## src/rtl/i2c_pkg.sv

```systemverilog
// Shared definitions for the I2C target-side blocks.
//   i2c_state_t : target protocol state
//   I2C_ACK/I2C_NACK, I2C_RW_WRITE/I2C_RW_READ : bus-level bit meanings
//   maj3        : 3-input majority vote used by the glitch filter
package i2c_pkg;

  typedef enum logic [3:0] {
    IDLE,
    ADDR,
    ADDR_ACK,
    WORD,
    WORD_ACK,
    WR_BYTE,
    WR_ACK,
    RD_BYTE,
    RD_ACK,
    IGNORE
  } i2c_state_t;

  localparam logic I2C_ACK      = 1'b0;
  localparam logic I2C_NACK     = 1'b1;
  localparam logic I2C_RW_WRITE = 1'b0;
  localparam logic I2C_RW_READ  = 1'b1;

  function automatic logic maj3(input logic a, input logic b, input logic c);
    return (a & b) | (a & c) | (b & c);
  endfunction

endpackage

```

## src/rtl/i2c_bus_monitor.sv

```systemverilog
// I2C bus line conditioning and event detection.
// Ports:
//   clk, rst_n       : system clock, async active-low reset
//   scl_in, sda_in   : raw sampled bus levels
//   scl, sda         : synchronized, majority-filtered levels
//   scl_rise/scl_fall: one-cycle pulses on filtered SCL edges
//   start/stop       : one-cycle pulses for START / STOP conditions
module i2c_bus_monitor
  import i2c_pkg::*;
(
  input  logic clk,
  input  logic rst_n,
  input  logic scl_in,
  input  logic sda_in,
  output logic scl,
  output logic sda,
  output logic scl_rise,
  output logic scl_fall,
  output logic start,
  output logic stop
);

  logic [1:0] scl_sync, sda_sync;
  logic [1:0] scl_hist, sda_hist;
  logic       scl_prev, sda_prev;

  // Everything resets to the idle (released, high) bus level so that
  // leaving reset never fabricates an edge or a START.
  always_ff @(posedge clk or negedge rst_n) begin
    if (!rst_n) begin
      scl_sync <= '1;
      sda_sync <= '1;
      scl_hist <= '1;
      sda_hist <= '1;
      scl      <= 1'b1;
      sda      <= 1'b1;
      scl_prev <= 1'b1;
      sda_prev <= 1'b1;
    end else begin
      scl_sync <= {scl_sync[0], scl_in};
      sda_sync <= {sda_sync[0], sda_in};
      scl_hist <= {scl_hist[0], scl_sync[1]};
      sda_hist <= {sda_hist[0], sda_sync[1]};
      scl      <= maj3(scl_sync[1], scl_hist[0], scl_hist[1]);
      sda      <= maj3(sda_sync[1], sda_hist[0], sda_hist[1]);
      scl_prev <= scl;
      sda_prev <= sda;
    end
  end

  assign scl_rise = scl & ~scl_prev;
  assign scl_fall = ~scl & scl_prev;
  assign start    = scl & scl_prev & sda_prev & ~sda;
  assign stop     = scl & scl_prev & ~sda_prev & sda;

endmodule

```

## src/rtl/i2c_eeprom_target.sv

```systemverilog
// I2C target emulating a small byte-addressed EEPROM.
// Ports:
//   clk, rst_n        : system clock (>= 20x SCL), async active-low reset
//   scl_in, sda_in    : sampled bus levels
//   sda_pull          : 1 = pull SDA low, 0 = release
//   wr_strobe         : one-cycle pulse when a written byte is committed
//   wr_addr, wr_data  : address/data of the committed byte
//   busy              : high from a matched address until STOP or NACK
module i2c_eeprom_target
  import i2c_pkg::*;
#(
  parameter logic [6:0]  DEV_ADDR  = 7'h50,
  parameter int unsigned MEM_DEPTH = 16,
  parameter int unsigned HOLD_CYC  = 4
) (
  input  logic       clk,
  input  logic       rst_n,
  input  logic       scl_in,
  input  logic       sda_in,
  output logic       sda_pull,
  output logic       wr_strobe,
  output logic [7:0] wr_addr,
  output logic [7:0] wr_data,
  output logic       busy
);

  localparam int unsigned PW = (MEM_DEPTH > 1) ? $clog2(MEM_DEPTH) : 1;
  localparam int unsigned HW = $clog2(HOLD_CYC + 2);

  logic scl_f, sda_f, scl_rise, scl_fall, start, stop;

  i2c_bus_monitor u_mon (
    .clk      (clk),
    .rst_n    (rst_n),
    .scl_in   (scl_in),
    .sda_in   (sda_in),
    .scl      (scl_f),
    .sda      (sda_f),
    .scl_rise (scl_rise),
    .scl_fall (scl_fall),
    .start    (start),
    .stop     (stop)
  );

  i2c_state_t    state;
  logic [3:0]    bit_cnt;
  logic [7:0]    sh;
  logic [PW-1:0] ptr;
  logic          rw;
  logic [7:0]    mem [MEM_DEPTH];

  // SDA updates are requested on scl_fall and applied HOLD_CYC cycles later.
  logic          pend;
  logic          pend_pull;
  logic [HW-1:0] hold_cnt;

  logic [7:0]    rx_byte;

  always_comb begin
    rx_byte = {sh[6:0], sda_f};
  end

  always_ff @(posedge clk or negedge rst_n) begin
    if (!rst_n) begin
      state     <= IDLE;
      bit_cnt   <= '0;
      sh        <= '0;
      ptr       <= '0;
      rw        <= I2C_RW_WRITE;
      pend      <= 1'b0;
      pend_pull <= 1'b0;
      hold_cnt  <= '0;
      sda_pull  <= 1'b0;
      wr_strobe <= 1'b0;
      wr_addr   <= '0;
      wr_data   <= '0;
      busy      <= 1'b0;
      for (int unsigned i = 0; i < MEM_DEPTH; i++) begin
        mem[i] <= '0;
      end
    end else begin
      wr_strobe <= 1'b0;

      if (pend) begin
        // If SCL is already high again the slot is gone; dropping the update
        // keeps SDA stable while SCL is high.
        if (scl_f) begin
          pend <= 1'b0;
        end else if (hold_cnt <= HW'(1)) begin
          sda_pull <= pend_pull;
          pend     <= 1'b0;
        end else begin
          hold_cnt <= hold_cnt - HW'(1);
        end
      end

      if (start) begin
        state    <= ADDR;
        bit_cnt  <= '0;
        sda_pull <= 1'b0;
        pend     <= 1'b0;
      end else if (stop) begin
        state    <= IDLE;
        busy     <= 1'b0;
        sda_pull <= 1'b0;
        pend     <= 1'b0;
      end else begin
        case (state)
          IDLE, IGNORE: ;

          ADDR, WORD, WR_BYTE: begin
            if (scl_rise && bit_cnt < 4'd8) begin
              sh      <= rx_byte;
              bit_cnt <= bit_cnt + 4'd1;
              // A data byte is committed on the sample edge of its last bit.
              if (state == WR_BYTE && bit_cnt == 4'd7) begin
                mem[ptr]  <= rx_byte;
                wr_strobe <= 1'b1;
                wr_addr   <= 8'(ptr);
                wr_data   <= rx_byte;
                ptr       <= ptr + PW'(1);
              end
            end else if (scl_fall && bit_cnt == 4'd8) begin
              bit_cnt <= '0;
              if (state == ADDR) begin
                if (sh[7:1] == DEV_ADDR) begin
                  state     <= ADDR_ACK;
                  busy      <= 1'b1;
                  rw        <= sh[0];
                  pend      <= 1'b1;
                  pend_pull <= 1'b1;
                  hold_cnt  <= HW'(HOLD_CYC);
                end else begin
                  state <= IGNORE;
                end
              end else begin
                if (state == WORD) begin
                  ptr   <= sh[PW-1:0];
                  state <= WORD_ACK;
                end else begin
                  state <= WR_ACK;
                end
                pend      <= 1'b1;
                pend_pull <= 1'b1;
                hold_cnt  <= HW'(HOLD_CYC);
              end
            end
          end

          ADDR_ACK: begin
            if (scl_fall) begin
              bit_cnt  <= '0;
              pend     <= 1'b1;
              hold_cnt <= HW'(HOLD_CYC);
              if (rw == I2C_RW_READ) begin
                state     <= RD_BYTE;
                sh        <= mem[ptr];
                pend_pull <= ~mem[ptr][7];
              end else begin
                state     <= WORD;
                pend_pull <= 1'b0;
              end
            end
          end

          WORD_ACK, WR_ACK: begin
            if (scl_fall) begin
              state     <= WR_BYTE;
              bit_cnt   <= '0;
              pend      <= 1'b1;
              pend_pull <= 1'b0;
              hold_cnt  <= HW'(HOLD_CYC);
            end
          end

          RD_BYTE: begin
            if (scl_rise) begin
              bit_cnt <= bit_cnt + 4'd1;
            end else if (scl_fall) begin
              pend     <= 1'b1;
              hold_cnt <= HW'(HOLD_CYC);
              if (bit_cnt == 4'd8) begin
                state     <= RD_ACK;
                bit_cnt   <= '0;
                pend_pull <= 1'b0;
              end else begin
                sh        <= {sh[6:0], 1'b0};
                pend_pull <= ~sh[6];
              end
            end
          end

          RD_ACK: begin
            // bit_cnt==1 marks "controller ACKed, next byte starts at scl_fall".
            if (scl_rise) begin
              ptr <= ptr + PW'(1);
              if (sda_f == I2C_NACK) begin
                state    <= IGNORE;
                busy     <= 1'b0;
                sda_pull <= 1'b0;
                pend     <= 1'b0;
              end else begin
                bit_cnt <= 4'd1;
              end
            end else if (scl_fall && bit_cnt == 4'd1) begin
              state     <= RD_BYTE;
              bit_cnt   <= '0;
              sh        <= mem[ptr];
              pend      <= 1'b1;
              pend_pull <= ~mem[ptr][7];
              hold_cnt  <= HW'(HOLD_CYC);
            end
          end

          default: state <= IDLE;
        endcase
      end
    end
  end

endmodule

```

## config.mk

```make
export PLATFORM = sky130hd
export DESIGN_NAME = i2c_eeprom_target
export DESIGN_NICKNAME = d
export VERILOG_FILES = /design/src/rtl/i2c_pkg.sv /design/src/rtl/i2c_bus_monitor.sv /design/src/rtl/i2c_eeprom_target.sv
export SDC_FILE = /design/constraint.sdc
export NUM_CORES = 1
export LEC_CHECK = 0
export CAP_MARGIN = 40
export CELL_PAD_IN_SITES_DETAIL_PLACEMENT = 2
export CELL_PAD_IN_SITES_GLOBAL_PLACEMENT = 2
export CORE_MARGIN = 2
export CORE_UTILIZATION = 25
export DETAILED_ROUTE_END_ITERATION = 8
export PLACE_DENSITY_LB_ADDON = 0.1
export REMOVE_ABC_BUFFERS = 1
export SKIP_CTS_REPAIR_TIMING = 1
export SLEW_MARGIN = 20
export SYNTH_ARGS = -nofsm -noshare
export SYNTH_HDL_FRONTEND = slang
export SYNTH_SLANG_ARGS = --single-unit
```

## constraint.sdc

```tcl
create_clock -name clk -period 3.6 [get_ports clk]
set_input_delay 0.72 -clock clk [delete_from_list [all_inputs] [get_ports clk]]
set_output_delay 0.72 -clock clk [all_outputs]
set_load 0.005 [all_outputs]
```

==> flow_metrics.tcl, run 1 <==
set metrics [dict create \
    status "complete, no violations" \
    start_util_pct 25.2 \
    numCtsBuffers 17 \
    vias 5731 \
    cts_sinks 181 \
    arrival_ns 3.13 \
    reg2reg_from "bit_cnt[0]" \
    synth_cell_types 69 \
    remaining_drc_errors 0 \
    clockBufferDepth 2 \
    synth_top_area_share_pct 46.2 \
    ys_ff_latch 181 \
    rr_worst_depth 7 \
    hp-class "primary input to async pin" \
    diodes 0 \
    setup_tns_ns 0 \
    relSlewSlack_pct 53.1 \
    crit_fanout 28 \
    antenna_left 0 \
    worst-slew-pin-transition_ns 0.697 \
    rsz0062_at_grt "no" \
    die_y_um 195 \
    setup_viol 0 \
    die_w_um 195 \
    cp-start-kind "flop" \
    hold_viol_final 0 \
    dp_hpwl_mm 18.6 \
    synth-seq-area-share_pct 49.6 \
    worstSetupPathType "flop to flop" \
    clock_latency_ns 0.45 \
    die_area_mm2 0.0382 \
    portBuffers 18 \
    synthTopCellsByArea "dfrtp_1 (46%), mux2_2 (16%), mux4_2 (8.1%)" \
    busiest_layer "met2" \
    clk_pin_slew_worst_paths_ns 0.08 \
    crit_start "bit_cnt[0]" \
    cp-endpoint "mem[11]" \
    synthToLayoutAreaGrowth_pct 14.0 \
    end_kind "flop" \
    finalWirelength_mm 27.1 \
    grt_pass1_wl_mm 43.0 \
    yosys_warnings 0 \
    netlist_area_mm2 0.00916 \
    max-cap-violations 0 \
    post-route-period-util_pct 78.0 \
    gr-usage-all-layers_pct 15.2 \
    r2r_end "mem[11]" \
    drive_gt1_share_pct 38.6 \
    nets 718 \
    synth_flop_cell "dfrtp_1" \
    rows 70 \
    viasPerCell 4.84 \
    synth_enable_flop_cells 0 \
    avgSynthCellArea_um2 13.3 \
    h-tree-depth 4 \
    finClkSkew_ns 0.0134 \
    cts_root_buffer "clkbuf_16" \
    async_flop_share_pct 100 \
    rrSetupSlack_ns 0.79 \
    antenna_found_initial 0 \
    gr-usage-met3_pct 2.94 \
    hold_slack_ns 0.280 \
    vdd_ir_drop_max_mv 0.407 \
    met1_usage_pct 19.4 \
    slew_viol_final 0 \
    drt-initial-drc-count 139 \
    num_io_pins 23 \
    grt-ovfl-total 0 \
    grt_pass1_vias 6548 \
    worstPathRequired_ns 3.93 \
    grt_max_degree 79 \
    fmax_mhz 356 \
    gp_congestion 0.774 \
    period_minus_slack_ns 2.81 \
    cts_tree "done" \
    yosysTopAreaCell "dfrtp_1" \
    syn_inst 689 \
    powerDensity_mw_per_mm2 631 \
    grt_use_met2_pct 25.9 \
    coreArea_mm2 0.0363 \
    first_pass_iters 4 \
    wl_per_cell_um 22.9 \
    leakagePower_nw 4.69 \
]
## worst min path at each step
stage	end	slack, ns	cells past startpoint
CTS	rw	0.31	1
global placement	u_mon.scl_sync[1]	0.35	0
detailed placement	u_mon.scl_sync[1]	0.35	0
floorplan	u_mon.scl_sync[1]	0.35	0
finish	rw	0.28	1
global route	rw	0.32	1
## layer usage
layer	vias up	routed length [um]	part of all wire, %
met1	3073	12300	45
met5	-	0	0
li1	2567	-	-
met2	61	13700	50
met3	30	677	2.5
met4	0	472	1.7
## cell families (layout without fill, tap and decap cells)
family / after synthesis / in the layout / synth area share [%]
AOI/OAI and AO/OA: 84 / 84 / 6.16
xor gates and xnor gates: 5 / 5 / 0.478
adders and majority gates: 14 / 14 / 1.86
buffers and inverters: 67 / 90 / 3.53
DFF: 181 / 181 / 49.6
muxes: 191 / 191 / 28.2
other: 1 / 4 / 0.0410
and+or+nand+nor: 146 / 146 / 10.1
## cells in the mapped netlist, types with 6 or more instances
library cell and instances:
o21ai_0 16, dfrtp_1 169, nand2_1 26, dfstp_2 12, nand4_1 7, buf_4 6, a221oi_1 8, buf_2 20
clkbuf_1 24, mux2_4 20, mux2_2 128, inv_1 13, mux4_2 33, mux2i_1 10, nor3_1 8, nor2_1 38
nand3_2 8, a21oi_1 22, nor2b_1 6, nand3_1 9, nand3_4 8, nand2b_1 8, ha_1 12
## placed cells by master (no fill, tap or decap), types with 4 or more instances in the layout
master and n:
a21oi_1 22, a221oi_1 8, buf_4 25, clkbuf_16 17
clkdlybuf4s50_1 17, clkinv_2 4, clkinvlp_4 4, conb_1 4
dfrtp_1 168, dfstp_2 12, ha_1 12, inv_1 13
mux2_2 128, mux2_4 20, mux2i_1 10, mux4_2 33
nand2_1 26, nand2b_1 8, nand3_1 9, nand3_2 8
nand3_4 8, nand3b_1 5, nand4_1 7, nand4b_1 4
nor2_1 38, nor2b_1 6, nor3_1 8, o21ai_0 16
## registers in the layout, indices dropped and copies added, names as in the netlist
signal,flops
wr_strobe,1
u_mon.sda,1
bit_cnt,4
u_mon.sda_prev,1
u_mon.scl_prev,1
wr_addr,4
state,4
ptr,4
sh,8
sda_pull,1
hold_cnt,3
mem,128
pend,1
pend_pull,1
busy,1
u_mon.scl_sync,2
rw,1
wr_data,8
u_mon.sda_hist,2
u_mon.scl_hist,2
u_mon.scl,1
u_mon.sda_sync,2
## cell type report
| cell class | count | area, um2 |
|---|---|---|
| Clock buffer | 21 | 460 |
| Clock inverter | 11 | 76.3 |
| Fill cell | 3796 | 25900 |
| Inverter | 13 | 48.8 |
| Multi-Input combinational cell | 444 | 4310 |
| Sequential cell | 181 | 4550 |
| Tap cell | 468 | 586 |
| Timing Repair Buffer | 45 | 407 |
## critical path, stage by stage (launching register included)
cell and delay [ns]:
dfrtp_1 0.43, ha_1 0.25, nand4b_1 0.13, or3_4 0.38, nor3_4 0.16, buf_4 0.51
nand3_2 0.41, mux2_2 0.38
## power by group
part / internal [mW] / switching (mW)
Combinational: 0.857 / 1.48
Clock: 0.921 / 0.850
Sequential: 2.19 / 0.292
Total: 3.96 / 2.62
## per-stage QoR
stage / cells / power [mW] / instance area (um2) / setup slack, ns / util, %
floorplan: 638 / 3.85 / 8890 / -0.259 / -
global placement: 1150 / 4.84 / 9880 / 0.789 / 27.2
detailed placement: 1151 / 4.91 / 9900 / 0.741 / 27.2
CTS: 1183 / 6.74 / 10400 / 0.708 / 28.7
global route: 1183 / 7.04 / 10400 / 0.625 / 28.7
finish: 1183 / 6.59 / 10400 / 0.791 / 28.7
(Power assumes the default switching activity.)
==> run 2, diff against run 1 <==
- clock period: 3.6 -> 2.8 ns (I/O delays scaled with it)
==> run 2 against run 1 <==
  * Sequential power grew 28%
  * Final cell count is 1.7% higher
  * Worst hold slack lost 0.12 ns
  * Count of clock-buffer cells in the layout grew 1
  * Critical path type unchanged
  * Critical endpoint is now pend_pull
  * Largest cell class unchanged
  * Highest routed layer unchanged
==> flow_metrics.tcl, run 2 (synthesized netlist as in run 1, its figures left out) <==
set metrics [dict create \
    status "complete, no violations" \
    max-cap-violations 0 \
    clock_latency_ns 0.44 \
    setup_viol 0 \
    numCtsBuffers 17 \
    fmax_mhz 380 \
    rsz0062_at_grt "no" \
    post-route-period-util_pct 93.9 \
    gr-usage-all-layers_pct 15.3 \
    portBuffers 18 \
    multiInputGateArea_mm2 0.00431 \
    nets 738 \
    relSlewSlack_pct 53.6 \
    fill_cells 3778 \
    antenna_found_initial 0 \
    clk_pin_slew_worst_paths_ns 0.07 \
    h-tree-depth 4 \
    placed_area_mm2 0.0101 \
    grt_pass1_vias 6556 \
    cp-start-kind "flop" \
    cts_sinks 181 \
    period_minus_slack_ns 2.63 \
    slew_viol_final 0 \
    vdd_ir_drop_max_mv 0.527 \
    setup_tns_ns 0 \
    finClkSkew_ns 0.0117 \
    hold_viol_final 0 \
    diodes 0 \
    die_w_um 195 \
    grt-ovfl-total 0 \
    antenna_left 0 \
    largest_reg_flops 128 \
    setup_ws_ns 0.170 \
    die_area_mm2 0.0382 \
    die_y_um 195 \
    seq_area_mm2 0.00455 \
    grt_max_degree 70 \
    start_util_pct 25.2 \
    coreArea_mm2 0.0363 \
    layout_commonest_cell "dfrtp_1" \
    gp_congestion 0.768 \
    p_total_mw 8.80 \
    hp-class "primary input to async pin" \
    finalWirelength_mm 27.1 \
    grt_pass1_wl_mm 43.4 \
    cts_tree "done" \
    wl_per_cell_um 22.5 \
    stdcell_count 1203 \
    drive_gt1_share_pct 40.4 \
    top_register "mem" \
    worstSetupPathType "flop to flop" \
    arrival_ns 2.96 \
    top_regs "mem x128, sh x8, wr_data x8" \
    place_inst 1171 \
    vias 5727 \
    worstPathRequired_ns 3.13 \
    num_io_pins 23 \
    worst-slew-pin-transition_ns 0.697 \
    powerDensity_mw_per_mm2 824 \
    cts_root_buffer "clkbuf_16" \
    synthToLayoutAreaGrowth_pct 16.7 \
    leakagePower_nw 4.84 \
    viasPerCell 4.76 \
    dp_hpwl_mm 18.7 \
    clockBufferDepth 2 \
    drt-initial-drc-count 224 \
    remaining_drc_errors 0 \
    fin_area_mm2 0.0107 \
    rows 70 \
    layout_common_cells "dfrtp_1 (168), mux2_2 (128), buf_4 (43)" \
    dp_slack_ns 0.184 \
    crit_fanout 9 \
    first_pass_iters 4 \
    end_kind "flop" \
]
## run 2: cell types whose count changed in the layout (fill, tap and decap cells not counted)
cell / change
clkinvlp_4: -1
clkinv_2: -2
buf_8: -1
bufinv_16: +2
clkinv_4: +1
clkbuf_1: -1
buf_12: +3
clkbuf_8: +2
inv_6: -1
buf_4: +18
## run 2: metal layers
layer	share of wire, %	global-route usage, %	vias to the layer above	wire [um]
li1	-	-	2591	-
met1	47	20.4	3068	12700
met2	50	25.6	44	13500
met3	1.4	2.11	24	372
met4	1.8	4.98	0	497
met5	0	0	-	0
## run 2: worst max-delay path: stages (launching register included)
cell and delay, ns:
dfstp_2 0.55, ha_1 0.37, and4bb_2 0.30, nand2b_1 0.13
o2111ai_1 0.23, a221oi_1 0.29, and3_1 0.29, mux2_2 0.35
## run 2: path summary, 6_finish.rpt
check                      slack [ns]              start  depth (start not counted)                end
setup / recovery                 0.17     u_mon.scl_prev                          7          pend_pull
hold / removal                   0.15              rst_n                          1            mem[91]
setup reg to reg                 0.17     u_mon.scl_prev                          7          pend_pull
hold reg to reg                  0.36  u_mon.scl_sync[0]                          0  u_mon.scl_sync[1]
max in group asynchronous        1.89              rst_n                          2            mem[26]
min in group clk                 0.36  u_mon.scl_sync[0]                          0  u_mon.scl_sync[1]
## run 2: report_power, final
part           total (mW)  internal [mW]  switching (mW)
clock network        2.50           1.42            1.08
logic                3.14           1.19            1.94
registers            3.17           2.81           0.356
total                8.80           5.42            3.38
## run 2: stage by stage
step	hold slack, ns	util (%)
2_1_floorplan	0.264	-
3_3_place_gp	0.346	27.7
3_5_place_dp	0.349	27.7
4_1_cts	0.168	29.4
5_1_grt	0.187	29.4
6_report	0.155	29.4
## run 2: cell type report
cell class / count / share of cell area [%]
Timing Repair Buffer: 65 / 5.49
Sequential cell: 181 / 42.6
Clock inverter: 10 / 1.11
Multi-Input combinational cell: 444 / 40.4
Clock buffer: 22 / 4.53
Tap cell: 468 / 5.48
Inverter: 13 / 0.457
==> run 3, diff against run 2 <==
- ABC_AREA: not set -> 1
==> run 3 against run 2 <==
  * Fmax grew 5.5%
  * Sequential share of layout area shrank 2.5 points
  * Count of clock-buffer cells in the layout shrank 4
  * Critical path type unchanged
  * Largest cell class unchanged
  * Highest routed layer unchanged
==> flow_metrics.tcl, run 3 <==
set metrics [dict create \
    status "complete, no violations" \
    clock_latency_ns 0.50 \
    drive_gt1_share_pct 9.44 \
    setup_viol 0 \
    max-cap-violations 0 \
    place_inst 1862 \
    rows 72 \
    hold_viol_final 0 \
    fin_area_mm2 0.0113 \
    yosysTopAreaCell "dfrtp_1" \
    leakagePower_nw 5.55 \
    async_flop_share_pct 100 \
    r2r_end "sh[5]" \
    num_io_pins 23 \
    hp-class "flop to flop" \
    cp-endpoint "sh[5]" \
    first_pass_iters 4 \
    worstSetupPathType "flop to flop" \
    p_sw_share_pct 46.4 \
    top_register "mem" \
    clk_pin_slew_worst_paths_ns 0.07 \
    finClkSkew_ns 0.0243 \
    combPwrFrac_pct 43.7 \
    largest_reg_flops 128 \
    ys_ff_latch 181 \
    period_minus_slack_ns 2.49 \
    powerDensity_mw_per_mm2 900 \
    antenna_found_initial 0 \
    cts_tree "done" \
    layout_commonest_cell "nand2_1" \
    fmax_mhz 401 \
    h-tree-depth 4 \
    busiest_layer "met2" \
    met1_usage_pct 25.9 \
    synth_flop_cell "dfrtp_1" \
    gr-usage-all-layers_pct 19.0 \
    worstPathRequired_ns 3.21 \
    worst-path-buf-inv 3 \
    path_delay_family "simple AND/OR/NAND/NOR gates" \
    arrival_ns 2.91 \
    post-route-period-util_pct 89.0 \
    grt_use_met2_pct 31.1 \
    grt_max_degree 69 \
    cts_root_buffer "clkbuf_16" \
    min_from "u_mon.scl_sync[0]" \
    crit_fanout 9 \
    slew_viol_final 0 \
    yosys-top-cells-count "nand2_1 (471), inv_1 (179), dfrtp_1 (169)" \
    nets 1380 \
    grt_pass1_wl_mm 58.4 \
    fill_cells 4500 \
    relSlewSlack_pct 50.3 \
    clockBufferDepth 2 \
    slowest_delay_ns 0.55 \
    critical_path_depth 11 \
    coreArea_mm2 0.0386 \
    layout_common_cells "nand2_1 (471), inv_1 (178), dfrtp_1 (168)" \
    die_w_um 202 \
    wl_per_cell_um 19.1 \
    synth-seq-area-share_pct 46.4 \
    synth_top_area_share_pct 43.2 \
    die_area_mm2 0.0408 \
    diodes 0 \
    rsz0062_at_grt "no" \
    synthMostInstantiatedCell "nand2_1" \
    numCtsBuffers 17 \
    dp_hpwl_mm 24.9 \
    synthToLayoutAreaGrowth_pct 15.8 \
    stdcell_count 1895 \
    switchingPower_mw 4.73 \
    crit_start "u_mon.scl_prev" \
    portBuffers 18 \
    cp-start-kind "flop" \
    worst-slew-pin-transition_ns 0.746 \
    crit_path_cell_trace "inv_1 > ha_1 > buf_4 > inv_1 > nand2_1 > nand2_1 > nand3_1 > nor2_2 > and2_1 > nor2_1 > nor2_1" \
    pwr-share-clk_pct 26.5 \
    gp_congestion 0.788 \
    p_int_mw 5.47 \
    rr_worst_depth 11 \
    antenna_left 0 \
    netlist_area_mm2 0.00979 \
    vias 8709 \
    remaining_drc_errors 0 \
    syn_inst 1343 \
    dp_slack_ns 0.277 \
    die_y_um 202 \
    placed_area_mm2 0.0107 \
    p_seq_share_pct 29.9 \
    start_util_pct 25.3 \
    grt-ovfl-total 0 \
    rrSetupSlack_ns 0.31 \
    slowest_stage "dfstp_2" \
    p_total_mw 10.2 \
    synth_enable_flop_cells 0 \
    drt-initial-drc-count 386 \
    grt_pass1_vias 9535 \
    synth_cell_types 39 \
    setup_ws_ns 0.308 \
    finalWirelength_mm 36.1 \
    yosys_warnings 0 \
    cts_sinks 181 \
    top_regs "mem x128, sh x8, wr_data x8" \
    gr-usage-met3_pct 3.06 \
    end_kind "flop" \
    reg2reg_from "u_mon.scl_prev" \
    vdd_ir_drop_max_mv 0.439 \
    avgSynthCellArea_um2 7.29 \
    synthTopCellsByArea "dfrtp_1 (43%), nand2_1 (18%), inv_1 (6.9%)" \
    viasPerCell 4.60 \
    hold_slack_ns 0.357 \
]
-- run 3: worst min-delay path by stage --
| stage | cells past startpoint | to |
|---|---|---|
| 2_1_floorplan | 0 | bit_cnt[0] |
| 3_3_place_gp | 0 | u_mon.sda_sync[1] |
| 3_5_place_dp | 0 | u_mon.scl_sync[1] |
| 4_1_cts | 1 | mem[34] |
| 5_1_grt | 0 | u_mon.sda_sync[1] |
| 6_report | 0 | u_mon.scl_sync[1] |
-- run 3: power groups by stage --
stage | logic (mW) | registers, mW | clock network (mW)
floorplan | 2.42 | 3.28 | 0
finish | 4.45 | 3.05 | 2.70
CTS | 4.59 | 3.05 | 2.81
detailed placement | 4.57 | 3.10 | 0
global route | 5.08 | 3.08 | 2.89
global placement | 4.53 | 3.09 | 0
-- run 3: metal layers --
layer | wire, um | vias to the layer above
li1 | - | 4207
met1 | 17900 | 4403
met2 | 16900 | 68
met3 | 792 | 31
met4 | 532 | 0
met5 | 0 | -
-- run 3: cell families after synthesis --
| family | share of synthesized area [%] |
|---|---|
| AND/OR/NAND/NOR | 33.0 |
| AO/OA/AOI/OAI | 9.12 |
| multiplexers | 0.102 |
| other | 0.0383 |
| adder cells (fa/ha/maj) | 1.74 |
| buffers and inverters | 9.58 |
| flip-flops | 46.4 |
-- run 3: cell type report --
type | count | area [um2] | share of cell area [%]
clock buffers | 18 | 429 | 3.79
clock inverters | 14 | 196 | 1.73
inverters | 183 | 687 | 6.06
multi-input cells | 925 | 4320 | 38.1
flip-flops and latches | 181 | 4550 | 40.1
well taps | 518 | 648 | 5.72
repair buffers | 56 | 509 | 4.49
-- run 3: metrics by stage --
| stage | utilization, % | setup TNS (ns) |
|---|---|---|
| after global routing | 29.3 | 0 |
| after global placement | 27.7 | 0 |
| after detailed placement | 27.7 | 0 |
| after floorplan | - | -45.74 |
| after CTS | 29.3 | 0 |
| final | 29.3 | 0 |
